File: src/rtl/ppu_pkg.sv
// Shared definitions for the PPU CHR SRAM arbiter: FSM state encoding,
// SRAM idle levels and the CPU-to-SRAM address/byte-lane mapping.
package ppu_pkg;

    typedef enum logic [2:0] {
        ST_IDLE,
        ST_PT_RD,
        ST_CF_RD,
        ST_WR_SETUP,
        ST_WR_PULSE,
        ST_WR_HOLD
    } arb_state_t;

    localparam logic        STROBE_IDLE     = 1'b1;
    localparam logic [11:0] SRAM_ADDR_IDLE  = 12'h000;
    localparam logic [15:0] SRAM_WDATA_IDLE = 16'h0000;

    // The CPU sees bytes; bit 3 of its address picks the lane of a 16-bit word.
    function automatic logic [11:0] cfg_sram_addr(input logic [13:0] addr);
        return {addr[12:4], addr[2:0]};
    endfunction

    function automatic logic [15:0] cfg_lane_data(input logic hi, input logic [7:0] data);
        return hi ? {data, 8'h00} : {8'h00, data};
    endfunction

endpackage

File: src/rtl/ppu_chr_arbiter.sv
// Time-shares the CHR SRAM between PPU pattern fetches and buffered CPU $2007
// accesses, with a starvation limit so a pending CPU access eventually wins.
module ppu_chr_arbiter
    import ppu_pkg::*;
#(
    parameter int RD_WAIT    = 2,
    parameter int WR_PULSE   = 2,
    parameter int STARVE_MAX = 8
) (
    input  logic        i_ppu_clk,
    input  logic        i_ppu_rstn,
    input  logic        i_cfg_req,
    input  logic        i_cfg_we,
    input  logic [13:0] i_cfg_addr,
    input  logic [7:0]  i_cfg_wdata,
    output logic        o_cfg_busy,
    output logic        o_cfg_done,
    output logic [7:0]  o_cfg_rdata,
    output logic        o_cfg_drop,
    input  logic        i_pt_req,
    input  logic [11:0] i_pt_addr,
    output logic        o_pt_ready,
    output logic        o_pt_valid,
    output logic [15:0] o_pt_rdata,
    output logic [11:0] o_sram_addr,
    output logic [15:0] o_sram_wdata,
    input  logic [15:0] i_sram_rdata,
    output logic        o_sram_we_n,
    output logic        o_sram_oe_n,
    output logic        o_sram_ub_n,
    output logic        o_sram_lb_n
);

    localparam int              SW         = $clog2(STARVE_MAX + 1);
    localparam logic [SW-1:0]   STARVE_LIM = SW'(STARVE_MAX);
    localparam logic [7:0]      RD_LAST    = 8'(RD_WAIT - 1);
    localparam logic [7:0]      WR_LAST    = 8'(WR_PULSE - 1);

    arb_state_t    r_state, w_state_nxt;
    logic [7:0]    r_cnt, w_cnt_nxt;
    logic [SW-1:0] r_starve;

    logic          r_busy;
    logic          r_buf_we;
    logic [13:0]   r_buf_addr;
    logic [7:0]    r_buf_wdata;

    logic          r_cfg_done, r_cfg_drop, r_pt_valid;
    logic [7:0]    r_cfg_rdata;
    logic [15:0]   r_pt_rdata;

    logic [11:0]   r_sram_addr, w_sram_addr_nxt;
    logic [15:0]   r_sram_wdata, w_sram_wdata_nxt;
    logic          r_we_n, w_we_n_nxt;
    logic          r_oe_n, w_oe_n_nxt;
    logic          r_ub_n, w_ub_n_nxt;
    logic          r_lb_n, w_lb_n_nxt;

    logic          w_cf_pending, w_np_done, w_cf_hi, w_pt_ready;
    logic          w_pt_grant, w_cf_grant, w_pt_done, w_cf_rd_done, w_cf_wr_done;

    // Accesses above $1FFF never touch the SRAM; they complete from the buffer.
    assign w_cf_pending = r_busy & ~r_buf_addr[13];
    assign w_np_done    = r_busy &  r_buf_addr[13];
    assign w_cf_hi      = r_buf_addr[3];
    assign w_pt_ready   = (r_state == ST_IDLE) & ~(r_busy & (r_starve == STARVE_LIM));

    always_comb begin
        w_state_nxt      = r_state;
        w_cnt_nxt        = r_cnt;
        w_sram_addr_nxt  = r_sram_addr;
        w_sram_wdata_nxt = r_sram_wdata;
        w_we_n_nxt       = STROBE_IDLE;
        w_oe_n_nxt       = r_oe_n;
        w_ub_n_nxt       = r_ub_n;
        w_lb_n_nxt       = r_lb_n;
        w_pt_grant       = 1'b0;
        w_cf_grant       = 1'b0;
        w_pt_done        = 1'b0;
        w_cf_rd_done     = 1'b0;
        w_cf_wr_done     = 1'b0;

        unique case (r_state)
            ST_IDLE: begin
                w_cnt_nxt        = 8'd0;
                w_sram_addr_nxt  = SRAM_ADDR_IDLE;
                w_sram_wdata_nxt = SRAM_WDATA_IDLE;
                w_oe_n_nxt       = STROBE_IDLE;
                w_ub_n_nxt       = STROBE_IDLE;
                w_lb_n_nxt       = STROBE_IDLE;
                if (i_pt_req && w_pt_ready) begin
                    w_pt_grant      = 1'b1;
                    w_state_nxt     = ST_PT_RD;
                    w_sram_addr_nxt = i_pt_addr;
                    w_oe_n_nxt      = 1'b0;
                    w_ub_n_nxt      = 1'b0;
                    w_lb_n_nxt      = 1'b0;
                end else if (w_cf_pending) begin
                    w_cf_grant      = 1'b1;
                    w_sram_addr_nxt = cfg_sram_addr(r_buf_addr);
                    w_ub_n_nxt      = ~w_cf_hi;
                    w_lb_n_nxt      = w_cf_hi;
                    if (r_buf_we) begin
                        w_state_nxt      = ST_WR_SETUP;
                        w_sram_wdata_nxt = cfg_lane_data(w_cf_hi, r_buf_wdata);
                    end else begin
                        w_state_nxt = ST_CF_RD;
                        w_oe_n_nxt  = 1'b0;
                    end
                end
            end
            ST_PT_RD, ST_CF_RD: begin
                if (r_cnt == RD_LAST) begin
                    w_pt_done        = (r_state == ST_PT_RD);
                    w_cf_rd_done     = (r_state == ST_CF_RD);
                    w_state_nxt      = ST_IDLE;
                    w_sram_addr_nxt  = SRAM_ADDR_IDLE;
                    w_sram_wdata_nxt = SRAM_WDATA_IDLE;
                    w_oe_n_nxt       = STROBE_IDLE;
                    w_ub_n_nxt       = STROBE_IDLE;
                    w_lb_n_nxt       = STROBE_IDLE;
                end else begin
                    w_cnt_nxt = r_cnt + 8'd1;
                end
            end
            ST_WR_SETUP: begin
                w_state_nxt = ST_WR_PULSE;
                w_cnt_nxt   = 8'd0;
                w_we_n_nxt  = 1'b0;
            end
            ST_WR_PULSE: begin
                if (r_cnt == WR_LAST) begin
                    w_state_nxt = ST_WR_HOLD;
                end else begin
                    w_cnt_nxt  = r_cnt + 8'd1;
                    w_we_n_nxt = 1'b0;
                end
            end
            ST_WR_HOLD: begin
                w_cf_wr_done     = 1'b1;
                w_state_nxt      = ST_IDLE;
                w_sram_addr_nxt  = SRAM_ADDR_IDLE;
                w_sram_wdata_nxt = SRAM_WDATA_IDLE;
                w_oe_n_nxt       = STROBE_IDLE;
                w_ub_n_nxt       = STROBE_IDLE;
                w_lb_n_nxt       = STROBE_IDLE;
            end
            default: begin
                w_state_nxt = ST_IDLE;
            end
        endcase
    end

    always_ff @(posedge i_ppu_clk or negedge i_ppu_rstn) begin
        if (!i_ppu_rstn) begin
            r_state      <= ST_IDLE;
            r_cnt        <= 8'd0;
            r_sram_addr  <= SRAM_ADDR_IDLE;
            r_sram_wdata <= SRAM_WDATA_IDLE;
            r_we_n       <= STROBE_IDLE;
            r_oe_n       <= STROBE_IDLE;
            r_ub_n       <= STROBE_IDLE;
            r_lb_n       <= STROBE_IDLE;
        end else begin
            r_state      <= w_state_nxt;
            r_cnt        <= w_cnt_nxt;
            r_sram_addr  <= w_sram_addr_nxt;
            r_sram_wdata <= w_sram_wdata_nxt;
            r_we_n       <= w_we_n_nxt;
            r_oe_n       <= w_oe_n_nxt;
            r_ub_n       <= w_ub_n_nxt;
            r_lb_n       <= w_lb_n_nxt;
        end
    end

    // One-entry CPU buffer plus the count of PPU grants taken while it waits.
    always_ff @(posedge i_ppu_clk or negedge i_ppu_rstn) begin
        if (!i_ppu_rstn) begin
            r_busy      <= 1'b0;
            r_buf_we    <= 1'b0;
            r_buf_addr  <= 14'h0;
            r_buf_wdata <= 8'h0;
            r_cfg_drop  <= 1'b0;
            r_starve    <= '0;
        end else begin
            r_cfg_drop <= i_cfg_req & r_busy;
            if (!r_busy) begin
                if (i_cfg_req) begin
                    r_busy      <= 1'b1;
                    r_buf_we    <= i_cfg_we;
                    r_buf_addr  <= i_cfg_addr;
                    r_buf_wdata <= i_cfg_wdata;
                end
            end else if (w_cf_rd_done || w_cf_wr_done || w_np_done) begin
                r_busy <= 1'b0;
            end
            if (!r_busy || w_cf_grant) begin
                r_starve <= '0;
            end else if (w_pt_grant && (r_starve != STARVE_LIM)) begin
                r_starve <= r_starve + 1'b1;
            end
        end
    end

    always_ff @(posedge i_ppu_clk or negedge i_ppu_rstn) begin
        if (!i_ppu_rstn) begin
            r_cfg_done  <= 1'b0;
            r_cfg_rdata <= 8'h0;
            r_pt_valid  <= 1'b0;
            r_pt_rdata  <= 16'h0;
        end else begin
            r_cfg_done <= w_cf_rd_done | w_cf_wr_done | w_np_done;
            r_pt_valid <= w_pt_done;
            if (w_pt_done) begin
                r_pt_rdata <= i_sram_rdata;
            end
            if (w_np_done) begin
                r_cfg_rdata <= 8'h00;
            end else if (w_cf_rd_done) begin
                r_cfg_rdata <= w_cf_hi ? i_sram_rdata[15:8] : i_sram_rdata[7:0];
            end
        end
    end

    assign o_cfg_busy   = r_busy;
    assign o_cfg_done   = r_cfg_done;
    assign o_cfg_rdata  = r_cfg_rdata;
    assign o_cfg_drop   = r_cfg_drop;
    assign o_pt_ready   = w_pt_ready;
    assign o_pt_valid   = r_pt_valid;
    assign o_pt_rdata   = r_pt_rdata;
    assign o_sram_addr  = r_sram_addr;
    assign o_sram_wdata = r_sram_wdata;
    assign o_sram_we_n  = r_we_n;
    assign o_sram_oe_n  = r_oe_n;
    assign o_sram_ub_n  = r_ub_n;
    assign o_sram_lb_n  = r_lb_n;

endmodule
File: config.mk
export PLATFORM = sky130hd
export DESIGN_NAME = ppu_chr_arbiter
export DESIGN_NICKNAME = d
export VERILOG_FILES = /design/src/rtl/ppu_pkg.sv /design/src/rtl/ppu_chr_arbiter.sv
export SDC_FILE = /design/constraint.sdc
export NUM_CORES = 1
export LEC_CHECK = 0
export CAP_MARGIN = 10
export CELL_PAD_IN_SITES_DETAIL_PLACEMENT = 1
export CELL_PAD_IN_SITES_GLOBAL_PLACEMENT = 1
export CORE_AREA = 2 2 109 111
export CTS_BUF_LIST = sky130_fd_sc_hd__clkbuf_8
export DETAILED_ROUTE_END_ITERATION = 12
export DIE_AREA = 0 0 111 113
export PLACE_DENSITY = 0.84
export RECOVER_POWER = 25
export SLEW_MARGIN = 20
export SYNTH_ARGS = -nofsm -noshare
export SYNTH_HDL_FRONTEND = slang
export SYNTH_SLANG_ARGS = --single-unit
File: constraint.sdc
create_clock -name i_ppu_clk -period 2.9 [get_ports i_ppu_clk]
set_input_delay 0.58 -clock i_ppu_clk [delete_from_list [all_inputs] [get_ports i_ppu_clk]]
set_output_delay 0.58 -clock i_ppu_clk [all_outputs]
set_load 0.005 [all_outputs]
Yosys cells after proc, flatten, opt, wreduce, memory -nomap -nowiden
Index checks and enable logic that the tools add are counted.
{ "op_classes": {"n_addsub": 2, "n_eq_ne": 12, "n_mux": 49, "bitwise": 11, "reduce_logical": 18} }
{ "ops": {"columns": ["cell", "n"], "rows": [
  ["16-bit two-way mux", 5],
  ["16-bit case mux with 3 select lines", 1],
  ["12-bit two-way mux", 3],
  ["12-bit case mux with 3 select lines", 1],
  ["8-bit two-way mux", 4],
  ["1-bit two-way mux", 23],
  ["8-bit case mux with 2 select lines", 1],
  ["3-bit two-way mux", 4],
  ["3-bit case mux with 4 select lines", 1],
  ["1-bit case mux with 3 select lines", 3],
  ["8-bit by 1-bit adder with 8-bit output, second input constant", 1],
  ["8-bit by 1-bit == test with 1-bit output, second input constant", 1],
  ["4-bit two-way mux", 2],
  ["3-bit by 2-bit == test with 1-bit output, second input constant", 2],
  ["3-bit == test, second input constant", 2],
  ["2-bit inequality test, second input constant", 3],
  ["2-bit AND reduction", 3],
  ["2-bit nonzero test", 3],
  ["1-bit AND", 5],
  ["4-bit by 1-bit adder with 4-bit output, second input constant", 1],
  ["4-bit == test, second input constant", 1],
  ["4-bit inequality test, second input constant", 1],
  ["1-bit NOT", 4],
  ["2-bit OR reduction", 2],
  ["11 further kinds", 15]
]} }
{ "totals": {"register_bits": 98, "in_bits": 55, "out_inout_bits": 61, "elab_cells": 110} }

Longest topological paths before layout
Gate-level depths: netlist of run 1.
{ "depth": {"depth_word": 10, "mapped_depth": 8, "mapped_depth_nobuf": 6} }

Least setup slack after synthesis of run 1
OpenSTA, ideal clock, no wires.
{ "synth_path": {"path_kind": "register to register", "startpoint": "register r_cnt[1]", "endpoint": "register r_pt_rdata[10], in the netlist o_pt_rdata[10]", "setup_time_ps": 125, "arrival_time_ps": 2016, "required_time_ps": 2775, "setup_slack_ps": 759, "stages_incl_launch_ff": 9, "n_path_buf": 2, "cell_sequence": "dfrtp_1 inv_1 ha_1 nor3b_2 nand2_2 or4b_4 buf_6 buf_12 mux2_4"} }
{ "synth_between": {"elab_chain_len": 3} }
{ "synth_lines": {"columns": ["element", "line", "rtl"], "rows": [
  ["start, declared", "ppu_chr_arbiter.sv:40", "logic [7:0] r_cnt, w_cnt_nxt;"],
  ["start signal, assigned", "ppu_chr_arbiter.sv:166", "r_cnt <= w_cnt_nxt;"],
  ["8-bit by 1-bit == test with 1-bit output", "ppu_chr_arbiter.sv:113", "if (r_cnt == RD_LAST) begin"],
  ["1-bit two-way mux", "ppu_chr_arbiter.sv:113", null],
  ["1-bit two-way mux", "ppu_chr_arbiter.sv:83", "unique case (r_state)"],
  ["end signal, assigned", "ppu_chr_arbiter.sv:215", "r_pt_rdata <= i_sram_rdata;"],
  ["end, declared", "ppu_chr_arbiter.sv:50", "logic [15:0] r_pt_rdata;"]
]} }
No other way between the ends.
A chain may end at the register's enable or synchronous reset.

Worst setup path in the final report of run 1
{ "layout_path": {"startpoint": "register r_state[1]", "endpoint": "output port o_pt_ready"} }
{ "layout_between": {"elab_chain_len": 2} }
{ "layout_lines": {"columns": ["element", "line", "rtl"], "rows": [
  ["start, declared", "ppu_chr_arbiter.sv:39", "arb_state_t r_state, w_state_nxt;"],
  ["start signal, assigned", "ppu_chr_arbiter.sv:165", "r_state <= w_state_nxt;"],
  ["3-bit logical NOT", "ppu_chr_arbiter.sv:66", "assign w_pt_ready = (r_state == ST_IDLE) & ~(r_busy & (r_starve == STARVE_LIM));"],
  ["1-bit AND", "ppu_chr_arbiter.sv:66", null],
  ["end, declared", "ppu_chr_arbiter.sv:22", "output logic o_pt_ready,"]
]} }
No other way between the ends.

==> flow_metrics.tcl, run 1 <==
set metrics [dict create \
    status "finished with violations" \
    violations "capacitance limit, slew limit" \
    crit_required_ps 2320 \
    root_buffer "clkbuf_8" \
    dp_hpwl_mm 8.08 \
    critPathMaxFanout 14 \
    crit_arrival_ps 2130 \
    fp.dieH_um 113 \
    first_iter_violations 99 \
    relSlewSlack -0.475 \
    viasPerCell 5.43 \
    ir_drop_mv 0.401 \
    vias 3255 \
    synth_common_cells "94 x dfrtp_1, 31 x mux2_2, 19 x nor2_1" \
    postRouteAntennaNets 0 \
    synthCells 344 \
    ys_warn_count 0 \
    synth_edf_count 0 \
    cts-htree-levels 3 \
    drive_above_1_share 0.155 \
    hold_viol 0 \
    async_reset_ff_frac 1.00 \
    path_class "reg -> out" \
    synth_nets 403 \
    antenna_cells 0 \
    mappedNetlistArea_um2 4310 \
    grt_max_degree 43 \
    cts.repair.resized 0 \
    worstMarginPinSlew_ps 2210 \
    syn_avg_cell_area_um2 12.5 \
    dominantRegCellSynth "dfrtp_1" \
    setup_viol 0 \
    drv_slew 39 \
    io-pin-count 116 \
    dp.cells 584 \
    numCtsBuffers 9 \
    post_cts_buffers 0 \
    nNetsFinal 511 \
    final_cells 600 \
    antenna_found_initial 0 \
    die_area_um2 12500 \
    clk_latency_ps 360 \
    drc_errors 0 \
    startpoint_type "register" \
    cts_tree "built" \
    power_density_nw_per_um2 923 \
    clkSlewWorstSetupHoldPaths_ps 100 \
    core_area_um2 11300 \
    grt_pass1_wl_mm 18.6 \
    fp.dieW_um 111 \
    initial_core_util 0.382 \
    setup_tns_ps 0 \
    cts-hold-fix-buffers 0 \
    ys_seq_area_frac 0.570 \
    gp_congestion 0.788 \
    area_growth_pct 34.2 \
    p_leak_nw 2.52 \
    synth_area_leaders "dfrtp_1 55%, mux2_2 8.1%, a22o_1 3.3%" \
    min_period_ps 2710 \
    fmax_mhz 369 \
    drt-total-wl_mm 11.2 \
    fin_crit_sh 0.934 \
    ys_ff_latch 98 \
    rsz0062_at_grt "no" \
    synth.most_common_cell "dfrtp_1" \
    cap_violations 1 \
    clockBufferDepth 2 \
    finClkSkew_ps 10.8 \
    track_usage 0.187 \
    rows 39 \
    grt_pass1_vias 3586 \
    firstDrtPassIters 4 \
    critPathCaptureType "primary output" \
    synth_top_area_cell "dfrtp_1" \
    hp-class "reg -> reg" \
    globalRouteOverflowTotal 0 \
    yosys.area.top_type_share 0.546 \
    io_buffers 115 \
    cts.sinks 98 \
    yosysUniqueCellTypes 52 \
    routedWlPerCell_um 18.7 \
]
## sequential cells by signal, summed over array words and instances (netlist names), 3 cells and up
name	flops
o_cfg_rdata	8
o_pt_rdata	16
o_sram_addr	12
o_sram_wdata	16
r_buf_addr	14
r_buf_wdata	8
r_cnt	8
r_starve	4
r_state	3
## layer usage
metal  routed length, µm  part of all wire  GRT usage
met1                4610              0.41      0.222
met2                5640              0.50      0.328
met3                 843             0.075     0.0632
met4                  99            0.0088     0.0500
met5                   0                 0          0
## cell families after synthesis
family	Yosys count	synth area share
multiplexers	49	0.133
flip-flops	98	0.570
AND/OR/NAND/NOR	80	0.111
buffers and inverters	33	0.0351
adder cells (fa/ha/maj)	4	0.0116
XOR/XNOR	2	0.00407
AO/OA/AOI/OAI	78	0.135
## stage by stage
step	power [mW]	setup slack, ps	instance area (µm²)	hold slack, ps	util
floorplan	3.46	759	4310	284	-
global placement	4.36	616	5590	458	0.496
detailed placement	4.49	538	5590	463	0.496
CTS	5.40	154	5790	192	0.513
global route	5.70	94.4	5780	493	0.513
finish	5.34	193	5780	477	0.513
## worst max-delay path, cell delays in order (launching register included)
cell             delay [ps]
dfrtp_1                 540
or3_1                   510
nor2b_1                 200
clkdlybuf4s50_1         520
## cells in the final DEF (no fill, tap or decap), types with 4 or more instances in the layout
cell / instances
and2_1: 15
dfrtp_1: 94
nor3_1: 11
a22o_1: 16
dfstp_2: 4
nand2_1: 4
ha_1: 4
mux2_4: 9
mux2i_1: 9
a31oi_1: 6
clkbuf_8: 10
nand4_1: 4
inv_1: 12
clkdlybuf4s50_1: 113
mux2_2: 31
buf_4: 4
a21oi_1: 18
a221o_1: 12
nor2_1: 19
a211oi_1: 10
## where the power goes
group | internal, mW | switching (mW)
Combinational | 1.26 | 0.899
Clock | 0.419 | 0.477
Sequential | 1.87 | 0.415
Total | 3.55 | 1.79
## worst paths after layout
path	from	to	slack, ps	cells after the start
setup / recovery	r_state[1]$_DFFE_PN0P_	o_pt_ready	190	3
hold / removal	o_sram_oe_n$_DFFE_PN1P_	o_sram_oe_n$_DFFE_PN1P_	480	2
setup reg to reg	r_cnt[1]$_DFFE_PN0P_	o_pt_rdata[12]$_DFFE_PN0P_	600	6
hold reg to reg	o_sram_oe_n$_DFFE_PN1P_	o_sram_oe_n$_DFFE_PN1P_	480	2
max in group asynchronous	i_ppu_rstn	r_cnt[0]$_DFFE_PN0P_	770	1
min in group asynchronous	i_ppu_rstn	r_buf_addr[6]$_DFFE_PN0P_	860	1
## cell type report
cell class	count	area, µm²
multi-input cells	213	1700
flip-flops and latches	98	2460
clock buffers	10	138
repair buffers	121	1210
well taps	143	179
fillers	1190	5490
inverters	9	33.8
clock inverters	6	58.8
(Power assumes the default switching activity.)
==> run 2, diff against run 1 <==
--- a/config.mk
+++ b/config.mk
@@ -8,10 +8,10 @@
 export CAP_MARGIN = 10
 export CELL_PAD_IN_SITES_DETAIL_PLACEMENT = 1
 export CELL_PAD_IN_SITES_GLOBAL_PLACEMENT = 1
-export CORE_AREA = 2 2 109 111
+export CORE_AREA = 5 5 112 114
 export CTS_BUF_LIST = sky130_fd_sc_hd__clkbuf_8
 export DETAILED_ROUTE_END_ITERATION = 12
-export DIE_AREA = 0 0 111 113
+export DIE_AREA = 0 0 117 119
 export PLACE_DENSITY = 0.84
 export RECOVER_POWER = 25
 export SLEW_MARGIN = 20
==> run 2 against run 1 <==
Compared with the run above:
- the run now ends clean
- first-iteration DRC count is 27% higher
- hold slack worse by 62 ps
- clock-buffer cell count fell by 1
- clock power shrank 9.2%
- total power fell by 1.8%
==> flow_metrics.tcl, run 2 (synthesized netlist as in run 1, its figures left out) <==
set metrics [dict create \
    root_buffer "clkbuf_8" \
    multi_input_area_um2 1700 \
    path_cells "or3_1 > nor2b_1 > clkdlybuf4s50_1" \
    path_delay_family "simple AND/OR/NAND/NOR gates" \
    antenna_found_initial 0 \
    cap_violations 0 \
    ff_latch_area_um2 2460 \
    dp_hpwl_mm 8.55 \
    ir_drop_mv 0.429 \
    clkSlewWorstSetupHoldPaths_ps 100 \
    critPathMaxFanout 14 \
    firstDrtPassIters 4 \
    io_buffers 115 \
    power_density_nw_per_um2 916 \
    antenna_cells 0 \
    grt_pass1_vias 3683 \
    grt_pass1_wl_mm 18.7 \
    slowest_delay_ps 530 \
    postRouteAntennaNets 0 \
    core_area_um2 11300 \
    clk_latency_ps 370 \
    r2r_cells 4 \
    whs_ps 415 \
    setup_viol 0 \
    setup_tns_ps 0 \
    gp_congestion 0.782 \
    crit_required_ps 2320 \
    nNetsFinal 510 \
    drt-total-wl_mm 11.7 \
    worstMarginPinSlew_ps 1310 \
    initial_core_util 0.381 \
    io-pin-count 116 \
    status "completed" \
    hold_viol 0 \
    final_util 0.506 \
    reg2reg_from "r_state[1]$_DFFE_PN0P_" \
    clockBufferDepth 2 \
    timing.final.ws_setup_ps 212 \
    mostFrequentLayoutCells "114 x clkdlybuf4s50_1, 94 x dfrtp_1, 31 x mux2_2" \
    vias 3225 \
    cts-hold-fix-buffers 0 \
    drv_slew 0 \
    track_usage 0.173 \
    viasPerCell 5.38 \
    rr_endpoint "o_sram_wdata[12]$_DFFE_PN0P_" \
    critPathBufInv 1 \
    pre_cts_slack_ps 567 \
    numCtsBuffers 9 \
    fp.dieW_um 117 \
    p_leak_nw 2.48 \
    finClkSkew_ps 15.8 \
    r2r_slack_ps 610 \
    min_period_ps 2690 \
    first_iter_violations 126 \
    slowest_stage "dfrtp_1" \
    fmax_mhz 372 \
    cts-htree-levels 3 \
    post_cts_buffers 0 \
    area_growth_pct 32.8 \
    fp.dieH_um 119 \
    routedWlPerCell_um 19.5 \
    path_class "reg -> out" \
    cts.repair.resized 0 \
    globalRouteOverflowTotal 0 \
    p_total_mw 5.24 \
    relSlewSlack 0.130 \
    rsz0062_at_grt "no" \
    grt_max_degree 55 \
    critPathCaptureType "primary output" \
    final_common_cell "clkdlybuf4s50_1" \
    drc_errors 0 \
    cts_tree "built" \
    startpoint_type "register" \
    die_area_um2 13900 \
    fin_crit_sh 0.927 \
    fill_cells 1179 \
    cts.sinks 98 \
    rows 39 \
    crit_arrival_ps 2110 \
    drive_above_1_share 0.160 \
    hp-class "in -> async" \
]
-- run 2: report_power, final --
part	total [mW]	internal [mW]	leakage, nW	switching, mW
logic	2.15	1.25	1.15	0.901
clock network	0.814	0.312	0.0872	0.501
registers	2.28	1.87	1.24	0.413
total	5.24	3.43	2.48	1.82
-- run 2: how the worst max path moves through the flow --
stage / start / to / slack [ps] / cells after the start
final: r_state[1]$_DFFE_PN0P_ / o_pt_ready / 210 / 3
after global routing: r_state[1]$_DFFE_PN0P_ / o_pt_ready / 110 / 3
after CTS: r_state[1]$_DFFE_PN0P_ / o_pt_ready / 170 / 3
after detailed placement: i_pt_req / o_sram_addr[11]$_DFFE_PN0P_ / 570 / 4
after global placement: r_state[1]$_DFFE_PN0P_ / o_pt_ready / 610 / 3
after floorplan: r_cnt[1]$_DFFE_PN0P_ / o_pt_rdata[10]$_DFFE_PN0P_ / 760 / 8
-- run 2: metal layers --
metal / GRT usage / part of all wire / vias up
met2: 0.293 / 0.51 / 99
met1: 0.208 / 0.40 / 1638
li1: - / - / 1475
met3: 0.0487 / 0.071 / 13
met4: 0.0602 / 0.015 / 0
met5: 0 / 0 / -
-- run 2: through the flow --
| step | std cells | cell area (µm²) |
|---|---|---|
| after global routing | 599 | 5720 |
| after detailed placement | 583 | 5570 |
| final | 599 | 5720 |
| after floorplan | 344 | 4310 |
| after global placement | 583 | 5570 |
| after CTS | 599 | 5740 |
-- run 2: layout make-up --
| cell class | instances | area share |
|---|---|---|
| Tap cell | 143 | 0.0313 |
| Timing Repair Buffer | 120 | 0.206 |
| Clock buffer | 9 | 0.0216 |
| Inverter | 9 | 0.00590 |
| Multi-Input combinational cell | 213 | 0.297 |
| Clock inverter | 7 | 0.00809 |
| Sequential cell | 98 | 0.429 |
==> run 3, diff against run 2 <==
--- a/config.mk
+++ b/config.mk
@@ -6,13 +6,13 @@
 export NUM_CORES = 1
 export LEC_CHECK = 0
 export CAP_MARGIN = 10
-export CELL_PAD_IN_SITES_DETAIL_PLACEMENT = 1
-export CELL_PAD_IN_SITES_GLOBAL_PLACEMENT = 1
-export CORE_AREA = 5 5 112 114
+export CELL_PAD_IN_SITES_DETAIL_PLACEMENT = 2
+export CELL_PAD_IN_SITES_GLOBAL_PLACEMENT = 2
+export CORE_AREA = 5 5 123 125
 export CTS_BUF_LIST = sky130_fd_sc_hd__clkbuf_8
 export DETAILED_ROUTE_END_ITERATION = 12
-export DIE_AREA = 0 0 117 119
-export PLACE_DENSITY = 0.84
+export DIE_AREA = 0 0 128 130
+export PLACE_DENSITY = 0.83
 export RECOVER_POWER = 25
 export SLEW_MARGIN = 20
 export SYNTH_ARGS = -nofsm -noshare
==> run 3 against run 2 <==
Compared with the run above:
- non-clock buffer count grew 1
- sequential share of layout area down 0.54 points
- wire length grew 12%
- utilization down 8.5 points
==> flow_metrics.tcl, run 3 (synthesized netlist as in run 1, its figures left out) <==
set metrics [dict create \
    status "completed" \
    drc_errors 0 \
    viasPerCell 5.08 \
    clkSlewWorstSetupHoldPaths_ps 90 \
    crit_required_ps 2320 \
    numCtsBuffers 9 \
    antenna_cells 0 \
    crit_arrival_ps 2100 \
    path_class "reg -> out" \
    drv_slew 0 \
    hp-class "in -> async" \
    p_leak_nw 2.49 \
    area_growth_pct 34.5 \
    gp_congestion 0.772 \
    grt_pass1_vias 3631 \
    cap_violations 0 \
    clk_latency_ps 380 \
    r2r_slack_ps 550 \
    dp_hpwl_mm 9.32 \
    fin_crit_sh 0.925 \
    globalRouteOverflowTotal 0 \
    reg2reg_from "r_cnt[1]$_DFFE_PN0P_" \
    drive_above_1_share 0.162 \
    cts.repair.resized 0 \
    track_usage 0.161 \
    drt-total-wl_mm 13.0 \
    vias 3230 \
    first_iter_violations 73 \
    ff_latch_area_um2 2460 \
    postRouteAntennaNets 0 \
    setup_viol 0 \
    fmax_mhz 373 \
    multi_input_area_um2 1710 \
    core_area_um2 13800 \
    setup_tns_ps 0 \
    rows 43 \
    grt_pass1_wl_mm 20.8 \
    critPathMaxFanout 14 \
    fill_cells 1417 \
    antenna_found_initial 0 \
    clockBufferDepth 2 \
    io-pin-count 116 \
    ir_drop_mv 0.370 \
    firstDrtPassIters 4 \
    final_util 0.421 \
    r2r_cells 6 \
    cts_tree "built" \
    final_common_cell "clkdlybuf4s50_1" \
    finClkSkew_ps 9.99 \
    fp.dieW_um 128 \
    die_area_um2 16600 \
    power_density_nw_per_um2 928 \
    startpoint_type "register" \
    nNetsFinal 511 \
    rsz0062_at_grt "no" \
    min_period_ps 2680 \
    cts-htree-levels 3 \
    grt_max_degree 52 \
    root_buffer "clkbuf_8" \
    mostFrequentLayoutCells "114 x clkdlybuf4s50_1, 94 x dfrtp_1, 31 x mux2_2" \
    worstSetupStartpoint "r_state[1]$_DFFE_PN0P_" \
    fp.dieH_um 130 \
    worstMarginPinSlew_ps 1270 \
    hold_viol 0 \
    cts-hold-fix-buffers 0 \
    initial_core_util 0.313 \
    post_cts_buffers 0 \
    io_buffers 115 \
    relSlewSlack 0.154 \
    critPathCaptureType "primary output" \
    routedWlPerCell_um 20.5 \
    cts.sinks 98 \
]
-- run 3: cell types whose count changed in the layout (fill, tap and decap cells not counted), sizes merged --
cell and change:
bufinv +1, clkinv +1, clkinvlp -1, inv -2, buf +1
-- run 3: final timing paths --
kind | to
worst min register to register | o_sram_lb_n$_DFFE_PN1P_
max in group asynchronous | o_cfg_rdata[1]$_DFFE_PN0P_
worst min-delay path | o_pt_valid$_DFF_PN0_
worst max register to register | o_pt_rdata[10]$_DFFE_PN0P_
min in group i_ppu_clk | o_sram_lb_n$_DFFE_PN1P_
worst max-delay path | o_pt_ready
-- run 3: layout make-up --
type / instances / area share
flip-flops and latches: 98 / 0.424
multi-input cells: 213 / 0.294
repair buffers: 121 / 0.205
well taps: 180 / 0.0389
clock buffers: 9 / 0.0214
clock inverters: 6 / 0.0104
inverters: 9 / 0.00583
-- run 3: worst max-delay path, cell delays in order, from the launching register on --
cell	delay, ps
dfrtp_1	520
or3_1	520
nor2b_1	170
clkdlybuf4s50_1	510
-- run 3: stage by stage --
stage	setup slack [ps]	instance area (µm²)	hold slack [ps]	instances	power [mW]
6_report	217	5800	441	636	5.38
5_1_grt	75.1	5800	528	636	5.72
2_1_floorplan	759	4310	284	344	3.46
3_3_place_gp	645	5630	461	621	4.40
3_5_place_dp	586	5630	483	621	4.56
4_1_cts	166	5810	226	636	5.47
-- run 3: layer usage --
layer | track usage | vias to the layer above | share of wire
met4 | 0.0581 | 0 | 0.015
met2 | 0.276 | 69 | 0.51
met5 | 0 | - | 0
li1 | - | 1479 | -
met3 | 0.0368 | 15 | 0.045
met1 | 0.201 | 1667 | 0.43
-- run 3: report_power, final --
group	switching [mW]	internal (mW)	leakage (nW)
Combinational	0.951	1.25	1.16
Sequential	0.436	1.87	1.24
Clock	0.480	0.390	0.0963
Total	1.87	3.51	2.49
